### src/rtl/h_or_pkg.sv
// Shared constants for the h_or OR primitive block and its registers.
package h_or_pkg;

    localparam int WAY_N     = 8;
    localparam int WIDTH_MAX = 64;

    // Registered outputs return to all-zeros on reset, whatever their width.
    localparam logic [WIDTH_MAX-1:0] REG_RESET = '0;

endpackage

### src/rtl/h_or_or_reg.sv
// or_reg: WIDTH-bit enable register with asynchronous active-high reset.
module or_reg
    import h_or_pkg::*;
#(
    parameter int WIDTH = 1
) (
    input  logic             clk,
    input  logic             reset,
    input  logic             en,
    input  logic [WIDTH-1:0] d,
    output logic [WIDTH-1:0] q
);

    always_ff @(posedge clk or posedge reset) begin
        if (reset) begin
            q <= REG_RESET[WIDTH-1:0];
        end else if (en) begin
            q <= d;
        end
    end

endmodule

### src/rtl/h_or.sv
// h_or: scalar, bus and 8-way OR with enabled registered copies and a
// sticky flag recording that the 8-way OR was captured high.
module h_or
    import h_or_pkg::*;
#(
    parameter int WIDTH = 16
) (
    input  logic             clk,
    input  logic             reset,
    input  logic             a,
    input  logic             b,
    output logic             out,
    input  logic [WIDTH-1:0] bus_a,
    input  logic [WIDTH-1:0] bus_b,
    output logic [WIDTH-1:0] bus_out,
    input  logic [WAY_N-1:0] way_in,
    output logic             way_out,
    input  logic             en,
    input  logic             clr,
    output logic             out_q,
    output logic [WIDTH-1:0] bus_out_q,
    output logic             way_out_q,
    output logic             sticky
);

    logic [1:0] bit_q;

    assign out     = a | b;
    assign bus_out = bus_a | bus_b;
    assign way_out = |way_in;

    or_reg #(
        .WIDTH(WIDTH)
    ) u_bus_reg (
        .clk  (clk),
        .reset(reset),
        .en   (en),
        .d    (bus_out),
        .q    (bus_out_q)
    );

    // The two scalar results share one register so they always move together.
    or_reg #(
        .WIDTH(2)
    ) u_bit_reg (
        .clk  (clk),
        .reset(reset),
        .en   (en),
        .d    ({out, way_out}),
        .q    (bit_q)
    );

    assign out_q     = bit_q[1];
    assign way_out_q = bit_q[0];

    // clr outranks a simultaneous capture and does not depend on en.
    always_ff @(posedge clk or posedge reset) begin
        if (reset) begin
            sticky <= 1'b0;
        end else if (clr) begin
            sticky <= 1'b0;
        end else if (en && way_out) begin
            sticky <= 1'b1;
        end
    end

endmodule

### config.mk
export PLATFORM = sky130hd
export DESIGN_NAME = h_or
export DESIGN_NICKNAME = d
export VERILOG_FILES = /design/src/rtl/h_or_pkg.sv /design/src/rtl/h_or_or_reg.sv /design/src/rtl/h_or.sv
export SDC_FILE = /design/constraint.sdc
export NUM_CORES = 1
export LEC_CHECK = 0
export ABC_CLOCK_PERIOD_IN_PS = 1300
export BUFFER_PORTS_ARGS = -buffer_cell sky130_fd_sc_hd__buf_2
export CORE_UTILIZATION = 35
export CTS_BUF_LIST = sky130_fd_sc_hd__clkbuf_8
export DETAILED_ROUTE_END_ITERATION = 10
export PLACE_DENSITY = 0.9
export SETUP_SLACK_MARGIN = 0.4
export SLEW_MARGIN = 20
export SYNTH_ARGS = -nofsm -noshare
export SYNTH_HDL_FRONTEND = slang
export SYNTH_SLANG_ARGS = --single-unit
export TNS_END_PERCENT = 10
### constraint.sdc
create_clock -name clk -period 1.3 [get_ports clk]
set_clock_uncertainty 0.05 [all_clocks]
set_input_delay 0 -clock clk [delete_from_list [all_inputs] [get_ports clk]]
set_output_delay 0 -clock clk [all_outputs]
set_load 0.05 [all_outputs]
==> results.ini, run 1 <==
[outcome]
status = finished, final reports clean

[setup_path]
crit_type = in -> out
endpoint_kind = output pin
required_ns = 1.25
r2r-start = u_bus_reg.q[4]
arrival_ns = 1.03
r2r_cells = 1
crit_fanout = 2
worstReg2RegEnd = u_bus_reg.q[4]
regToRegSetupSlack_ns = 0.46
crit_path_end = way_out
cp-startpoint = way_in[2]
start_kind = input pin

[synth]
synth_compound_area_frac = 0.0223
synth_xor_area_frac = 0
synthSimpleGateAreaFrac = 0.156
synthTopCellsByArea = dfrtp_1 (57%), mux2_2 (19%), or2_1 (7.4%), or2_2 (6.0%), mux2_1 (4.0%)
synthDistinctLibCells = 13
netlist_instances = 64
synthMuxAreaShare = 0.228
synth_fa_ha_area_frac = 0
yosysSeqAreaShare = 0.565
synth_commonest_cells = dfrtp_1 (19), mux2_2 (14), or2_1 (10)
yosysWarnings = 0
yosys.cell_count.top_type = dfrtp_1
syn_area_sq_um = 841
syn_nets = 110
ys_ff_latch = 19
synth_ff_type = dfrtp_1
async_flop_share = 1.00
synth_edf_count = 0
synth_top_family_by_area = multiplexers
synth_top_area_share = 0.565
synth_area_leader_cell = dfrtp_1
synth_area_per_cell_sq_um = 13.1

[clocking]
cts_max_path_buffers = 2
cts_tree = yes
htreeDepth = 1
clock-root-buffer = clkbuf_8
clock_latency_ns = 0.25
clkSinkCount = 19
clk_pin_slew_ns = 0.07
cts_inserted_buffers = 3

[final_layout]
fill_cells = 204
drive_gt1_frac = 0.876
nets = 200
post-route-util = 0.641
antenna_cells = 0
multiInputGateArea_sq_um = 367
regArea_sq_um = 497
area_growth_pct = 70.4

[timing]
relSlewSlack = 0.695
drv_slew = 0
rsz0062_at_grt = true
setup-tns-final_ns = 0
finalCritPeriodShare = 0.830
holdWs_ns = 0.0260
setup_viol_count_final = 0
fmax_ghz = 0.926
tightest_slew_ns = 0.458
final_hold_viol_count = 0
period_needed_ns = 1.08

[detailed_routing]
drc = 0
ant_nets = 0
num_vias = 820
dr.pass1.iters = 2
wl_um = 2080
viasPerCell = 4.53
wl_per_cell_um = 11.5
dr.first_iter.drc_count = 3

[global_route]
grt_pass1_vias = 816
grt_max_degree = 20
grt_overflow = 0
grt_pass1_wl_um = 3270
antenna_found_initial = 0
grtUsageTotal = 0.168

[floorplanning]
row_count = 17
dieArea_sq_um = 2600
coreArea_sq_um = 2230
start_util = 0.376
io-pin-count = 83
die_height_um = 51.0
die_x_um = 51.0

[pwr]
leakage_nw = 0.671
ir_worst_vdd_mv = 0.650
p_per_area_nw_per_um2 = 1140

[placement]
hpwlAfterDp_um = 1700
port-buffer-count = 82
globalplace.congestion = 0.728

[hold_path]
hold_class = in -> reg

[job]
cap_violations = 0

-- worst max-delay path, stage by stage --
cell   delay [ns]
buf_6        0.09
or4_4        0.53
or2_4        0.27
buf_8        0.15
-- cell usage in the layout (no fill, tap or decap) --
master / count
buf_2: 78
dfrtp_2: 17
mux2_2: 14
or2_1: 9
or2_2: 8
inv_1: 4
buf_4: 4
mux2_4: 3
clkbuf_8: 3
or4_4: 2
dlygate4sd3_1: 2
buf_6: 2
dfrtp_1: 2
or2_4: 1
o21ai_4: 1
o21ai_1: 1
a21oi_1: 1
buf_8: 1
-- cell families (layout without fill, tap and decap cells) --
logic type	count (synthesis)	after routing
and+or+nand+nor	20	20
muxes	17	17
buffers and inverters	5	94
DFF	19	19
AOI/OAI and AO/OA	3	3
-- final cells by class --
class	count	share of cell area
Tap cell	28	0.0245
Clock inverter	1	0.00262
Sequential cell	19	0.347
Inverter	3	0.00786
Timing Repair Buffer	87	0.334
Multi-Input combinational cell	40	0.256
Clock buffer	3	0.0288
-- routing by layer --
metal | track usage | vias up | wire length (um)
met2 | 0.346 | 49 | 1190
met1 | 0.164 | 371 | 706
met5 | 0 | - | 0
met3 | 0.0387 | 2 | 182
met4 | 0.0324 | 0 | 6
li1 | - | 398 | -
-- registers in the layout (all words and copies together) (netlist names) --
| name | count |
|---|---|
| u_bit_reg.q | 2 |
| u_bus_reg.q | 16 |
| sticky | 1 |
-- through the flow --
| stage | cells | total power [mW] | cell area (sq um) | setup WS, ns |
|---|---|---|---|---|
| global placement | 173 | 1.23 | 1320 | 0.162 |
| finish | 181 | 1.64 | 1430 | 0.220 |
| floorplan | 64 | 1.09 | 876 | 0.341 |
| detailed placement | 173 | 1.25 | 1320 | 0.145 |
| CTS | 181 | 1.64 | 1420 | 0.224 |
| global route | 181 | 1.71 | 1430 | 0.199 |
-- timing repair --
item                       in CTS  in global routing
buffers inserted                2                  0
hold endpoints to repair       10                  0
setup endpoints to repair      20                 30
pin swaps                       3                  0
resized for setup               6                  4
hold buffers                    2                  0
-- worst min path at each step --
stage	from	to	slack, ns	cells past startpoint
6_report	bus_a[5]	u_bus_reg.q[5]	0.03	3
3_3_place_gp	reset	u_bus_reg.q[12]	-0.07	2
3_5_place_dp	reset	u_bus_reg.q[10]	-0.06	2
2_1_floorplan	reset	sticky	-0.10	1
4_1_cts	bus_b[10]	u_bus_reg.q[10]	0.03	3
5_1_grt	bus_a[9]	u_bus_reg.q[9]	0.03	3
-- power breakdown --
group	total [mW]	internal, mW	leakage [nW]	switching (mW)
logic	0.570	0.182	0.456	0.388
clock network	0.391	0.209	0.0269	0.182
registers	0.677	0.651	0.188	0.0257
Power figures use the tool's default switching activity.
==> run 2, diff against run 1 <==
- ABC_CLOCK_PERIOD_IN_PS: 1300 -> 1100
- clock period: 1.3 -> 1.1 ns (I/O delays scaled with it)
==> run 2 against run 1 <==
Critical endpoint unchanged; the run now ends with setup timing left; power rose by 31%; sequential power grew 23%; largest power group is now combinational logic; core utilization rose by 11 points; sequential cell count is the same; routed wire length up 27%; count of clock-buffer cells in the layout unchanged.
==> results.ini, run 2 (synthesized netlist as in run 1, its figures left out) <==
[detailed_routing]
viasPerCell = 4.68
wl_per_cell_um = 14.5
ant_nets = 0
wl_um = 2650
drc = 0
num_vias = 856
dr.pass1.iters = 1
dr.first_iter.drc_count = 0

[clocking]
clock_latency_ns = 0.24
cts_max_path_buffers = 2
htreeDepth = 1
clkSinkCount = 19
clk_pin_slew_ns = 0.07
clock-root-buffer = clkbuf_8
cts_tree = yes
cts_inserted_buffers = 3

[pwr]
p_per_area_nw_per_um2 = 1280
leakage_nw = 0.828
ir_worst_vdd_mv = 0.972
total_power_mw = 2.14

[timing]
tightest_slew_ns = 0.571
fmax_ghz = 0.906
relSlewSlack = 0.619
finalCritPeriodShare = 1.00
setup-tns-final_ns = -0.00431
fin_ws_ns = -0.00431
rsz0062_at_grt = true
drv_slew = 0
final_hold_viol_count = 0
period_needed_ns = 1.10
setup_viol_count_final = 1

[setup_path]
critical-path-top-delay-family = simple AND/OR/NAND/NOR gates
endpoint_kind = output pin
cp_cell_sequence = buf_6, or4_4, or2_4, buf_8
cp_num_buf_inv = 2
start_kind = input pin
required_ns = 1.05
cp_slowest_stage_delay_ns = 0.54
arrival_ns = 1.05
critPathSlowestCell = or4_4
crit_type = in -> out
crit_fanout = 2

[placement]
place_area_sq_um = 1320
dp_slack_ns = -0.0662
globalplace.congestion = 0.731
port-buffer-count = 82
hpwlAfterDp_um = 1610

[final_layout]
post-route-util = 0.751
drive_gt1_frac = 0.884
regMostFlops = u_bus_reg.q
mostFrequentLayoutCells = buf_2 (61), buf_8 (18), mux2_4 (17), dfrtp_2 (17), or2_1 (9)
largest_register_ffs = 16
nets = 202
area_growth_pct = 99.6
antenna_cells = 0
top_regs = u_bus_reg.q (16), u_bit_reg.q (2), sticky (1)
finalInstanceArea_sq_um = 1680
mostFrequentLayoutCell = buf_2

[global_route]
grt_max_degree = 20
grt_pass1_vias = 877
antenna_found_initial = 0
grt_overflow = 0
grtUsageTotal = 0.184
grt_pass1_wl_um = 3600

[hold_path]
hold_class = in -> reg

[outcome]
violations = setup timing
status = finished with violations

[floorplanning]
coreArea_sq_um = 2230
dieArea_sq_um = 2600
start_util = 0.376
io-pin-count = 83
row_count = 17
die_x_um = 51.0
die_height_um = 51.0

[job]
cap_violations = 0

## run 2: cell types whose count changed in the layout (fill, tap and decap cells not counted)
cell | before | now
buf_2 | 78 | 61
buf_4 | 4 | 5
buf_6 | 2 | 3
buf_8 | 1 | 18
mux2_2 | 14 | 0
mux2_4 | 3 | 17
o21ai_1 | 1 | 0
o21ai_2 | 0 | 1
## run 2: layout make-up
cell class / instances / area, sq um
multi-input cells: 40 / 423
flip-flops and latches: 19 / 497
fillers: 154 / 556
repair buffers: 89 / 667
clock buffers: 3 / 41.3
inverters: 3 / 11.3
clock inverters: 1 / 3.75
well taps: 28 / 35.0
## run 2: tightest hold or removal path, delay by kind of cell
kind                   cells  cell delay (ns)
multiplexers               1             0.13
AND/OR/NAND/NOR            1             0.10
buffers and inverters      1             0.07
## run 2: through the flow
step                hold slack, ns  instances
global placement           -0.0242        174
CTS                         0.0247        183
finish                      0.0311        183
detailed placement         -0.0164        174
global route                0.0363        183
floorplan                   -0.100         64
## run 2: timing repair
item / 4_1_cts / 5_1_grt
hold endpoints to repair: 20 / 0
gates cloned: 0 / 0
resized for setup: 9 / 84
setup buffers: 3 / 0
setup endpoints to repair: 39 / 39
pin swaps: 3 / 1
hold buffers: 2 / 0
## run 2: layer usage
metal  vias up  track usage  part of all wire
met5         -            0                 0
met4         0       0.0370            0.0079
met3         4       0.0357             0.085
met2        55        0.371              0.54
met1       400        0.192              0.36
li1        397            -                 -
## run 2: path summary, 6_finish.rpt
check / slack [ns] / depth (start not counted) / end / from
worst max-delay path: -0.004 / 4 / way_out / way_in[2]
worst min-delay path: 0.03 / 3 / u_bus_reg.q[1] / bus_a[1]
worst max register to register: 0.23 / 1 / u_bus_reg.q[2] / u_bus_reg.q[2]
worst min register to register: 0.50 / 1 / u_bus_reg.q[9] / u_bus_reg.q[9]
max in group asynchronous: 0.51 / 4 / u_bus_reg.q[15] / reset
min in group asynchronous: 0.26 / 4 / u_bus_reg.q[12] / reset
## run 2: where the power goes
| group | switching, mW | internal (mW) |
|---|---|---|
| registers | 0.0602 | 0.772 |
| clock network | 0.222 | 0.247 |
| logic | 0.478 | 0.366 |
| total | 0.760 | 1.38 |
==> run 3, diff against run 2 <==
- CORE_ASPECT_RATIO: not set -> 1.5
==> run 3 against run 2 <==
The run now ends clean; die area is 0.15% higher; core utilization shrank 10 points; clock power about the same; critical path type unchanged; sequential share of layout area is 4.4 points higher; largest power group is now sequential cells; global-route usage down 1.2 points.
==> results.ini, run 3 (synthesized netlist as in run 1, its figures left out) <==
[final_layout]
mostFrequentLayoutCell = buf_2
drive_gt1_frac = 0.877
area_growth_pct = 73.8
largest_register_ffs = 16
top_regs = u_bus_reg.q (16), u_bit_reg.q (2), sticky (1)
post-route-util = 0.647
mostFrequentLayoutCells = buf_2 (75), dfrtp_2 (17), mux2_2 (14)
antenna_cells = 0
nets = 201
fill_cells = 185
regMostFlops = u_bus_reg.q

[timing]
setup-tns-final_ns = 0
relSlewSlack = 0.830
drv_slew = 0
period_needed_ns = 1.08
fmax_ghz = 0.929
finalCritPeriodShare = 0.979
setup_viol_count_final = 0
tightest_slew_ns = 0.256
rsz0062_at_grt = true
final_hold_viol_count = 0

[global_route]
use_met3 = 0.0347
grtUsageTotal = 0.172
grt_pass1_vias = 882
grt_pass1_wl_um = 3360
busiest_layer = met2
use_met2 = 0.346
met1_usage = 0.162
grt_max_degree = 20
antenna_found_initial = 0
grt_overflow = 0

[detailed_routing]
dr.first_iter.drc_count = 5
wl_um = 2180
dr.pass1.iters = 3
viasPerCell = 4.86
num_vias = 861
drc = 0
wl_per_cell_um = 12.3
ant_nets = 0

[clocking]
clock_latency_ns = 0.25
cts_tree = yes
cts_inserted_buffers = 3
clk_pin_slew_ns = 0.07
clock-root-buffer = clkbuf_8
cts_max_path_buffers = 2
htreeDepth = 1
clkSinkCount = 19

[floorplanning]
die_x_um = 42.0
start_util = 0.372
die_height_um = 62.0
row_count = 21
dieArea_sq_um = 2610
io-pin-count = 83
coreArea_sq_um = 2260

[setup_path]
crit_type = in -> out
cp_slowest_stage_delay_ns = 0.52
cp_cell_sequence = buf_6, or4_4, or2_4, buf_8
critPathSlowestCell = or4_4
endpoint_kind = output pin
required_ns = 1.05
cp_num_buf_inv = 2
start_kind = input pin
critical-path-top-delay-family = simple AND/OR/NAND/NOR gates
crit_fanout = 2
arrival_ns = 1.03
regToRegSetupSlack_ns = 0.25

[pwr]
leakage_nw = 0.689
total_power_mw = 1.97
p_per_area_nw_per_um2 = 1340
power_frac_clock = 0.238
p_switching_mw = 0.713
ir_worst_vdd_mv = 0.839
comb_power_share = 0.353
seqPwrFrac = 0.409
netSwitchingFraction = 0.363
p_int_mw = 1.25

[job]
cap_violations = 0

[outcome]
status = finished, final reports clean

[placement]
globalplace.congestion = 0.717
port-buffer-count = 82
hpwlAfterDp_um = 1710

[hold_path]
hold_class = in -> reg

==> run 3: cell types whose count changed in the layout (fill, tap and decap cells not counted), sizes merged <==
cell  delta
buf      -1
==> run 3: layout make-up <==
| class | count | area [sq um] | share of cell area |
|---|---|---|---|
| multi-input combinational | 40 | 359 | 0.246 |
| tap | 23 | 28.8 | 0.0197 |
| sequential | 19 | 497 | 0.340 |
| clock inverter | 1 | 3.75 | 0.00257 |
| clock buffer | 3 | 41.3 | 0.0283 |
| inverter | 3 | 11.3 | 0.00771 |
| timing repair buffer | 88 | 520 | 0.356 |
==> run 3: power by group through the flow <==
stage	clock network (mW)	logic (mW)	registers [mW]
6_report	0.467	0.694	0.804
5_1_grt	0.517	0.728	0.813
4_1_cts	0.481	0.688	0.804
3_5_place_dp	0	0.667	0.815
3_3_place_gp	0	0.653	0.810
2_1_floorplan	0	0.247	1.04
==> run 3: per-layer routing <==
metal  vias up  wire [um]
met4         0         55
met5         -          0
li1        393          -
met1       401        697
met3         6        195
met2        61       1230
==> run 3: worst paths after layout <==
kind | start | depth (start not counted) | end
setup / recovery | way_in[5] | 4 | way_out
hold / removal | bus_a[6] | 3 | u_bus_reg.q[6]
setup reg to reg | u_bus_reg.q[0] | 1 | u_bus_reg.q[0]
hold reg to reg | u_bus_reg.q[8] | 1 | u_bus_reg.q[8]
max in group asynchronous | reset | 4 | u_bus_reg.q[8]
min in group asynchronous | reset | 4 | u_bus_reg.q[5]
==> run 3: tightest hold or removal path: stages <==
cell and delay (ns):
buf_2 0.07, or2_2 0.09, mux2_4 0.13
==> run 3: timing repair <==
| action | CTS | global route |
|---|---|---|
| setup endpoints to repair | 39 | 39 |
| hold endpoints to repair | 20 | 0 |
| gates cloned | 0 | 0 |
| setup buffers | 2 | 0 |
| gates resized for setup | 9 | 7 |
| hold buffers | 2 | 0 |
| pin swaps | 3 | 2 |
==> run 3: per-stage QoR <==
stage / worst slack [ns] / cell area [sq um] / std cells / hold slack, ns
3_3_place_gp: -0.0334 / 1330 / 169 / -0.0241
3_5_place_dp: -0.0546 / 1330 / 169 / -0.0117
4_1_cts: 0.0224 / 1440 / 177 / 0.0168
6_report: 0.0234 / 1460 / 177 / 0.0211
5_1_grt: 0.00570 / 1460 / 177 / 0.0259
2_1_floorplan: 0.141 / 876 / 64 / -0.100
